**src/rtl/seq_gen_pattern_tx_if.sv**
```systemverilog
// ----------------------------------------------------------------------------
// seq_gen_pattern_tx_if
//   Request/serial-output bundle for the serial pattern generator.
//   master : the requester (drives start/pattern/len/rep, watches the line)
//   slave  : the generator (seq_gen_pattern_tx)
// Signals
//   start    request pulse, sampled by the generator only while idle
//   pattern  bits to send, pattern[len-1] first
//   len      bits per frame (0 or >PAT_W means PAT_W)
//   rep      extra repetitions, frames sent = rep+1
//   d_out    serial data, 0 whenever valid=0
//   valid    d_out carries a pattern bit
//   busy     generator is shifting or finishing
//   done     one-cycle pulse after the last bit of the last frame
// ----------------------------------------------------------------------------
interface seq_gen_pattern_tx_if #(
  parameter int PAT_W = 8,
  parameter int LEN_W = 4,
  parameter int REP_W = 4
);
  logic             start;
  logic [PAT_W-1:0] pattern;
  logic [LEN_W-1:0] len;
  logic [REP_W-1:0] rep;
  logic             d_out;
  logic             valid;
  logic             busy;
  logic             done;

  modport master (
    output start, pattern, len, rep,
    input  d_out, valid, busy, done
  );

  modport slave (
    input  start, pattern, len, rep,
    output d_out, valid, busy, done
  );
endinterface

```
**src/rtl/seq_gen_pattern_tx.sv**
```systemverilog
// ----------------------------------------------------------------------------
// seq_gen_pattern_tx
//   Serial pattern generator. On start (while idle) it captures a pattern, its
//   effective length L and a repeat count, then shifts the pattern out MSB-first
//   (pattern[L-1] first) one bit per clock. Frames repeat back-to-back with no
//   idle bit, rep+1 frames in total, followed by a single-cycle done pulse.
//   Moore FSM; all outputs come straight from flops.
// Ports
//   clk  rising-edge clock
//   rst  synchronous reset, active-high
//   bus  seq_gen_pattern_tx_if.slave (start/pattern/len/rep in,
//        d_out/valid/busy/done out)
// ----------------------------------------------------------------------------
module seq_gen_pattern_tx #(
  parameter int PAT_W = 8,
  parameter int LEN_W = 4,
  parameter int REP_W = 4
) (
  input  logic                  clk,
  input  logic                  rst,
  seq_gen_pattern_tx_if.slave   bus
);

  typedef enum logic [1:0] {
    ST_IDLE  = 2'd0,
    ST_SHIFT = 2'd1,
    ST_DONE  = 2'd2
  } state_t;

  localparam logic [LEN_W-1:0] FULL_LEN = LEN_W'(PAT_W);

  state_t           state_q, state_d;
  logic [PAT_W-1:0] shift_q, shift_d;
  logic [PAT_W-1:0] pat_q,   pat_d;
  logic [LEN_W-1:0] len_q,   len_d;
  logic [LEN_W-1:0] bit_cnt_q, bit_cnt_d;
  logic [REP_W-1:0] rep_cnt_q, rep_cnt_d;

  logic             d_out_d, valid_d, busy_d, done_d;
  logic [LEN_W-1:0] eff_len;
  logic [PAT_W-1:0] start_shift;
  logic [PAT_W-1:0] reload_shift;

  // Out-of-range lengths collapse to the full pattern width.
  assign eff_len = ((bus.len == '0) || (bus.len > FULL_LEN)) ? FULL_LEN : bus.len;

  // Left-align so that bit L-1 of the pattern lands on the MSB.
  assign start_shift  = bus.pattern << (FULL_LEN - eff_len);
  assign reload_shift = pat_q << (FULL_LEN - len_q);

  // NOTE: every signal this block writes gets a default first, so no path
  // leaves a value unassigned and no latch is inferred.
  always_comb begin
    state_d   = state_q;
    shift_d   = shift_q;
    pat_d     = pat_q;
    len_d     = len_q;
    bit_cnt_d = bit_cnt_q;
    rep_cnt_d = rep_cnt_q;

    case (state_q)
      ST_IDLE: begin
        if (bus.start) begin
          pat_d     = bus.pattern;
          len_d     = eff_len;
          rep_cnt_d = bus.rep;
          shift_d   = start_shift;
          bit_cnt_d = eff_len - LEN_W'(1);
          state_d   = ST_SHIFT;
        end
      end
      ST_SHIFT: begin
        if (bit_cnt_q != '0) begin
          shift_d   = shift_q << 1;
          bit_cnt_d = bit_cnt_q - LEN_W'(1);
        end else if (rep_cnt_q != '0) begin
          // Next frame starts on the very next cycle: no gap bit.
          shift_d   = reload_shift;
          bit_cnt_d = len_q - LEN_W'(1);
          rep_cnt_d = rep_cnt_q - REP_W'(1);
        end else begin
          state_d   = ST_DONE;
        end
      end
      ST_DONE: state_d = ST_IDLE;
      default: state_d = ST_IDLE;
    endcase

    // Outputs are decoded from the next state so they can be registered and
    // still line up with the state they describe.
    valid_d = (state_d == ST_SHIFT);
    d_out_d = valid_d & shift_d[PAT_W-1];
    busy_d  = (state_d == ST_SHIFT) || (state_d == ST_DONE);
    done_d  = (state_d == ST_DONE);
  end

  // NOTE: sequential state uses non-blocking assignments so every flop samples
  // the pre-edge values, independent of statement order.
  always_ff @(posedge clk) begin
    if (rst) begin
      // NOTE: the captured pattern/len copies are cleared too; they are small
      // flop registers, not a RAM, so resetting them costs nothing special.
      state_q   <= ST_IDLE;
      shift_q   <= '0;
      pat_q     <= '0;
      len_q     <= '0;
      bit_cnt_q <= '0;
      rep_cnt_q <= '0;
      bus.d_out <= 1'b0;
      bus.valid <= 1'b0;
      bus.busy  <= 1'b0;
      bus.done  <= 1'b0;
    end else begin
      state_q   <= state_d;
      shift_q   <= shift_d;
      pat_q     <= pat_d;
      len_q     <= len_d;
      bit_cnt_q <= bit_cnt_d;
      rep_cnt_q <= rep_cnt_d;
      bus.d_out <= d_out_d;
      bus.valid <= valid_d;
      bus.busy  <= busy_d;
      bus.done  <= done_d;
    end
  end

endmodule

```
**src/flat_wrapper.sv**
```systemverilog
// flat-port wrapper written by rule: the top's interface ports become plain ports
module seq_gen_pattern_tx_flat 
#(
  parameter int PAT_W = 8,
  parameter int LEN_W = 4,
  parameter int REP_W = 4
)
  (clk, rst, bus_start, bus_pattern, bus_len, bus_rep, bus_d_out, bus_valid, bus_busy, bus_done);
  seq_gen_pattern_tx_if #(.PAT_W(PAT_W), .LEN_W(LEN_W), .REP_W(REP_W)) bus_i ();
  input  logic clk;
  input  logic rst;
  input wire logic [$bits(bus_i.start)-1:0] bus_start;
  input wire logic [$bits(bus_i.pattern)-1:0] bus_pattern;
  input wire logic [$bits(bus_i.len)-1:0] bus_len;
  input wire logic [$bits(bus_i.rep)-1:0] bus_rep;
  output wire logic [$bits(bus_i.d_out)-1:0] bus_d_out;
  output wire logic [$bits(bus_i.valid)-1:0] bus_valid;
  output wire logic [$bits(bus_i.busy)-1:0] bus_busy;
  output wire logic [$bits(bus_i.done)-1:0] bus_done;
  assign bus_i.start = bus_start;
  assign bus_i.pattern = bus_pattern;
  assign bus_i.len = bus_len;
  assign bus_i.rep = bus_rep;
  assign bus_d_out = bus_i.d_out;
  assign bus_valid = bus_i.valid;
  assign bus_busy = bus_i.busy;
  assign bus_done = bus_i.done;
  seq_gen_pattern_tx #(.PAT_W(PAT_W), .LEN_W(LEN_W), .REP_W(REP_W)) u_core (.clk(clk), .rst(rst), .bus(bus_i));
endmodule
```
**config.mk**
```make
export PLATFORM = sky130hd
export DESIGN_NAME = seq_gen_pattern_tx_flat
export DESIGN_NICKNAME = d
export VERILOG_FILES = /design/src/rtl/seq_gen_pattern_tx_if.sv /design/src/rtl/seq_gen_pattern_tx.sv /design/src/flat_wrapper.sv
export SDC_FILE = /design/constraint.sdc
export NUM_CORES = 1
export LEC_CHECK = 0
export CORE_ASPECT_RATIO = 1.4
export CORE_MARGIN = 2
export CORE_UTILIZATION = 55
export CTS_CLUSTER_SIZE = 8
export DETAILED_ROUTE_END_ITERATION = 6
export PLACE_DENSITY = 0.78
export SYNTH_ARGS = -nofsm -noshare
export SYNTH_HDL_FRONTEND = slang
export SYNTH_SLANG_ARGS = --single-unit
```
**constraint.sdc**
```tcl
create_clock -name clk -period 3.1 [get_ports clk]
set_clock_uncertainty 0.05 [all_clocks]
set_input_delay 0.62 -clock clk [delete_from_list [all_inputs] [get_ports clk]]
set_output_delay 0.62 -clock clk [all_outputs]
set_load 0.01 [all_outputs]
```
* After elaboration in Yosys (flattened, before gate mapping) *
Index checks and enable logic that the tools add are counted.

cells by class
  shift operators = 2
  $add $sub $neg = 6
  multiplexer cells = 17
  eq/ne operators = 7
  bitwise gates (word level) = 1
  magnitude comparators = 1
  reductions and logical operators = 10

operators with widths
  kind                                                                      count
  4-bit 2-to-1 mux                                                          7
  8-bit 2-to-1 mux                                                          3
  4-bit case mux with 2 select lines                                        2
  8-bit case mux with 2 select lines                                        1
  8-bit by 4-bit << shifter with 8-bit output                               2
  4-bit by 1-bit subtractor with 4-bit output (second input constant)       4
  4-bit nonzero test                                                        2
  4-bit subtractor (first input constant)                                   2
  2-bit 2-to-1 mux                                                          3
  2-bit by 1-bit == test with 1-bit output (second input constant)          2
  4-bit greater-than comparator (second input constant)                     1
  4-bit logical NOT                                                         1
  2-bit inequality test (second input constant)                             2
  2-bit case mux with 2 select lines                                        1
  4-bit AND reduction                                                       1
  3-bit by 1-bit inequality test with 1-bit output (second input constant)  1
  3-bit AND reduction                                                       1
  2-bit == test (second input constant)                                     1
  2-bit logical NOT                                                         1
  1-bit logical OR                                                          2
  2-bit by 1-bit inequality test with 1-bit output (second input constant)  1
  2-bit AND reduction                                                       1
  2-bit nonzero test                                                        1
  1-bit AND                                                                 1

word-level totals
  input port bits = 19
  word-level logic and storage cells = 55
  register bits after elaboration = 34

* Depth between registers and ports, before layout *
Gate-level depths: netlist of the first run.

  depth after elaboration = 8
  depth in mapped cells = 10
  mapped depth without buffers = 9

* Least setup slack after synthesis of the first run *
No wires, ideal clock.

  path type = input port to flip-flop
  start point = in bus_len[0]
  end point = reg u_core.bus.d_out
  arrival = 2,455 ps
  library setup time = 123 ps
  required time = 2,927 ps
  setup slack = 472 ps
  stages on the path = 9
  path through = nor2b_2 -> buf_6 -> inv_6 -> ha_1 -> buf_2 -> mux2_2 -> mux4_2 -> a221oi_2 -> nor2b_1

on the way
  word-level cells in the longest chain between the ends = 8
  elaborated cells between the ends (all ways) = 9

RTL lines
  item                                                                line                         RTL
  from (decl)                                                         flat_wrapper.sv:14           input wire logic [$bits(bus_i.len)-1:0] bus_len;
  4-bit greater-than comparator or 4-bit logical NOT (tied branches)  seq_gen_pattern_tx.sv:45     assign eff_len = ((bus.len == '0) || (bus.len > FULL_LEN)) ? FULL_LEN : bus.len;
  1-bit logical OR                                                    seq_gen_pattern_tx.sv:45
  4-bit 2-to-1 mux *                                                  seq_gen_pattern_tx.sv:45
  4-bit subtractor *                                                  seq_gen_pattern_tx.sv:48     assign start_shift = bus.pattern << (FULL_LEN - eff_len);
  8-bit by 4-bit << shifter with 8-bit output *                       seq_gen_pattern_tx.sv:48
  8-bit 2-to-1 mux *                                                  seq_gen_pattern_tx.sv:63     if (bus.start) begin
  8-bit case mux with 2 select lines *                                seq_gen_pattern_tx.sv:61     case (state_q)
  1-bit AND *                                                         seq_gen_pattern_tx.sv:92     d_out_d = valid_d & shift_d[PAT_W-1];
  to (signal assigned)                                                seq_gen_pattern_tx.sv:120    bus.d_out <= d_out_d;
  to (decl)                                                           seq_gen_pattern_tx_if.sv:37  output d_out, valid, busy, done

Mark *: on every way between the ends. The rest lies on a longest branch, timed or not. The select of a mux whose other input is x is not followed.
A chain may end at the register's enable or synchronous reset.

* Worst setup path after layout of the first run *
  start point = in bus_len[1]
  end point = reg u_core.bus.d_out

Same word-level chain as after synthesis.

==> results of run 1 <==
## through the flow
step           area (um^2)  utilization, %  hold WS (ps)  setup slack [ps]  TNS [ps]
2_1_floorplan         2230               -           386               472         0
3_3_place_gp          2520            64.2           396              32.3         0
3_5_place_dp          2520            64.2           398             -37.4     -60.2
4_1_cts               2610            66.7           408               263         0
5_1_grt               2610            66.7           428               141         0
6_report              2610            66.7           410               265         0
## registers in the layout, summed over array words and instances, names as in the netlist
name              count
u_core.bit_cnt_q      4
u_core.bus.busy       1
u_core.bus.d_out      1
u_core.bus.done       1
u_core.bus.valid      1
u_core.len_q          4
u_core.pat_q          8
u_core.rep_cnt_q      4
u_core.shift_q        8
u_core.state_q        2
## synth_stat cells (2+ instances only)
| cell type | count | area [um^2] |
|---|---|---|
| o211ai_1 | 2 | 15.0 |
| mux2i_1 | 15 | 150 |
| a221oi_1 | 4 | 35.0 |
| xor2_1 | 2 | 17.5 |
| nor2_1 | 26 | 97.6 |
| dfxtp_1 | 34 | 681 |
| mux2_2 | 3 | 33.8 |
| nor3_1 | 8 | 40.0 |
| ha_1 | 6 | 75.1 |
| nand2_1 | 42 | 158 |
| inv_1 | 11 | 41.3 |
| a21oi_1 | 20 | 100 |
| a31oi_1 | 5 | 31.3 |
| o221ai_1 | 2 | 17.5 |
| clkbuf_1 | 8 | 30.0 |
| nor4_1 | 2 | 12.5 |
| nand2b_1 | 5 | 31.3 |
| nand3_1 | 4 | 20.0 |
| o31ai_1 | 5 | 37.5 |
| nor2b_1 | 5 | 31.3 |
| mux4_2 | 4 | 90.1 |
| buf_6 | 3 | 33.8 |
| o21ai_0 | 6 | 30.0 |
| buf_2 | 5 | 25.0 |
| or4_1 | 2 | 15.0 |
| a211oi_1 | 5 | 37.5 |
## cell families (layout without fill, tap and decap cells)
| logic type | count (synthesis) | after routing |
|---|---|---|
| xor gates and xnor gates | 4 | 4 |
| buffers and inverters | 31 | 58 |
| AOI/OAI and AO/OA | 65 | 65 |
| muxes | 23 | 23 |
| DFF | 34 | 34 |
| adders and majority gates | 6 | 6 |
| and+or+nand+nor | 107 | 107 |
## worst max-delay path, delay by kind of cell
family          cells  cell delay (ps)
mux                 2              840
buf+inv             2              550
fa+ha+maj           1              400
compound gates      1              280
simple gates        2              260
## power by group
group	total, mW	internal, mW	switching [mW]
clock network	0.345	0.178	0.167
logic	0.454	0.208	0.246
registers	0.546	0.488	0.0578
## cell type report
| class | instances | area, um^2 | area share (%) |
|---|---|---|---|
| Clock buffer | 6 | 82.6 | 3.16 |
| Clock inverter | 2 | 12.5 | 0.479 |
| Inverter | 13 | 56.3 | 2.16 |
| Multi-Input combinational cell | 205 | 1390 | 53.4 |
| Sequential cell | 34 | 681 | 26.1 |
| Tap cell | 43 | 53.8 | 2.06 |
| Timing Repair Buffer | 37 | 333 | 12.7 |
## worst max-delay path by stage
stage,endpoint,slack (ps),cells past startpoint
after floorplan,u_core.bus.d_out,470,9
after CTS,u_core.bus.d_out,260,8
after global routing,u_core.bus.d_out,140,8
after detailed placement,u_core.bus.d_out,-40,8
final,u_core.bus.d_out,270,8
after global placement,u_core.bus.d_out,30,8
## metal layers
layer  vias to the layer above  wire [um]
met5                         -          0
met3                        12        229
met4                         0        131
li1                       1024          -
met1                       957       2210
met2                        58       2950
==> qor.csv, run 1 <==
stage,metric,value,unit
route,WL final,5.52,mm
critical_path,worst reg2reg endpoint,u_core.bus.d_out,
sta,endpoints failing setup,0,
yosys,Netlist cell types,62,
critical_path,crit-path max FO,6,
critical_path,R2R Path Start,u_core.len_q[1],
critical_path,cell-by-cell trace of the critical path,"clkdlybuf4s50_1, nor2b_1, inv_1, ha_1, mux2_2, mux4_2, a221oi_2, nor2b_1",
yosys,Synth Register Bits,34,
grt,gr usage total,26.3,%
critical_path,crit-path most repeated cell,nor2b_1,
power_and_ir_drop,VDD IR max,0.390,mV
clock_tree,CTS tree,built,
sta,worst-margin pin slew,564,ps
floorplan,DIE AREA,4590,um^2
cells_and_area,most frequent cells in the layout,"nand2_1, dfxtp_1, nor2_1, clkdlybuf4s50_1, a21oi_1",
floorplan,die height,79.4,um
grt,initial antenna violation count,0,
sta,RSZ-0062 raised after global routing,false,
sta,relative slew slack,62.4,%
floorplan,Site Rows,27,
yosys,main combinational cell family by area after synthesis,simple AND/OR/NAND/NOR gates,
clock_tree,CTS Buf Count,5,
yosys,Post-Synth XOR/XNOR Area,1.91,%
clock_tree,cts hold-fix bufs,0,
sta,max-slew violations,0,
yosys,total number of yosys warnings,0,
critical_path,Reg2Reg Setup Slack,440,ps
grt,met3 Use GR,5.21,%
cells_and_area,Layout area overhead,17.1,%
cells_and_area,# fillers,351,
critical_path,CP Data Required Time,3230,ps
critical_path,CP Data Arrival Time,2960,ps
sta,fin crit period,2830,ps
grt,largest net degree at the start of global routing,17,
yosys,sequential fraction of the synthesis area,30.5,%
cells_and_area,"commonest non-fill, non-tap cell in the layout",nand2_1,
critical_path,Crit-path slowest cell,clkdlybuf4s50_1,
clock_tree,worst skew pair latency,290,ps
cells_and_area,fin nets,321,
yosys,ys flop type,dfxtp_1,
worst_hold_path,Worst Min Path Start,u_core.pat_q[6],
run,Max Cap Viol,0,
clock_tree,clock tree buffer depth,2,
yosys,mux cell area share after synthesis,13.0,%
grt,GR Util met1,29.2,%
power_and_ir_drop,PD cells,515,nW/um^2
yosys,Syn Nets,295,
route,DR vias/cell,6.03,
place,I/O Buffers,22,
run_status,status,completed,
cells_and_area,fin cells,340,
cells_and_area,ant diodes,0,
critical_path,R2R depth,7,
route,Pre-Repair DR Iteration Count,4,
place,placed cell count,332,
place,Final GP Congestion,0.879,
clock_tree,setup bufs post-CTS,0,
route,DR iter-0 viols,121,
route,Vias,2051,
sta,"Period Utilization, post-route",91.4,%
grt,first-pass GRT wire length,9.29,mm
cells_and_area,ratio of cells with drive above 1 in the final layout,15.5,%
yosys,mapped cell area,2230,um^2
clock_tree,clock slew at reported path FFs,70,ps
route,WL per Instance,16.2,um
clock_tree,H-Tree Depth,2,
power_and_ir_drop,overall power,1.35,mW
yosys,Synth Area in Compound Gates,20.4,%
yosys,Post-Synth Simple-Gate Area,23.8,%
grt,GR Util met2,48.0,%
route,Remaining DRCs,0,
route,ANT nets after route,0,
sta,Achievable Freq,353,MHz
critical_path,crit path capture type,register,
sta,Final Hold Fails,0,
yosys,Syn Area/Cell,8.26,um^2
clock_tree,root buf cell,clkbuf_8,
critical_path,Worst Setup SP,bus_len[1],
critical_path,Setup crit start kind,input pin,
power_and_ir_drop,leakage,0.991,nW
floorplan,Core Box Area,3920,um^2
worst_hold_path,Min-Delay Path Depth,2,
floorplan,Initial Util,56.9,%
floorplan,num ports,23,
critical_path,Crit Path Class,in2reg,
worst_hold_path,WHS Endpoint,u_core.pat_q[6],
floorplan,Die Width,57.8,um
yosys,adder-cell share of the synthesized area,3.37,%
clock_tree,CTS Sinks,34,
yosys,cell count after synthesis,270,
grt,busiest grt layer,met2,
place,post-DP HPWL,4.26,mm
grt,grt total ovfl,0,
grt,vias in the first global route,1982,
clock_tree,cts repair resizes,0,
yosys,post-synthesis async set-or-reset flop share,0,%
worst_hold_path,worst min path class,reg2reg,
critical_path,Worst path max stage delay,470,ps
yosys,Post-synth EDFFs,0,
Note: power is estimated with default switching activity, not from simulation.
==> inputs of run 2 (changes only) <==
- CTS_CLUSTER_DIAMETER: default -> 60
==> results of run 2 <==
The final DEF is identical to that of run 1; final timing and power are the same.
==> inputs of run 3 (changes only) <==
- GPL_ROUTABILITY_DRIVEN: default -> 1
- HOLD_SLACK_MARGIN: default -> 0.1
==> results of run 3 <==
The final DEF is identical to that of run 1; final timing and power are the same.
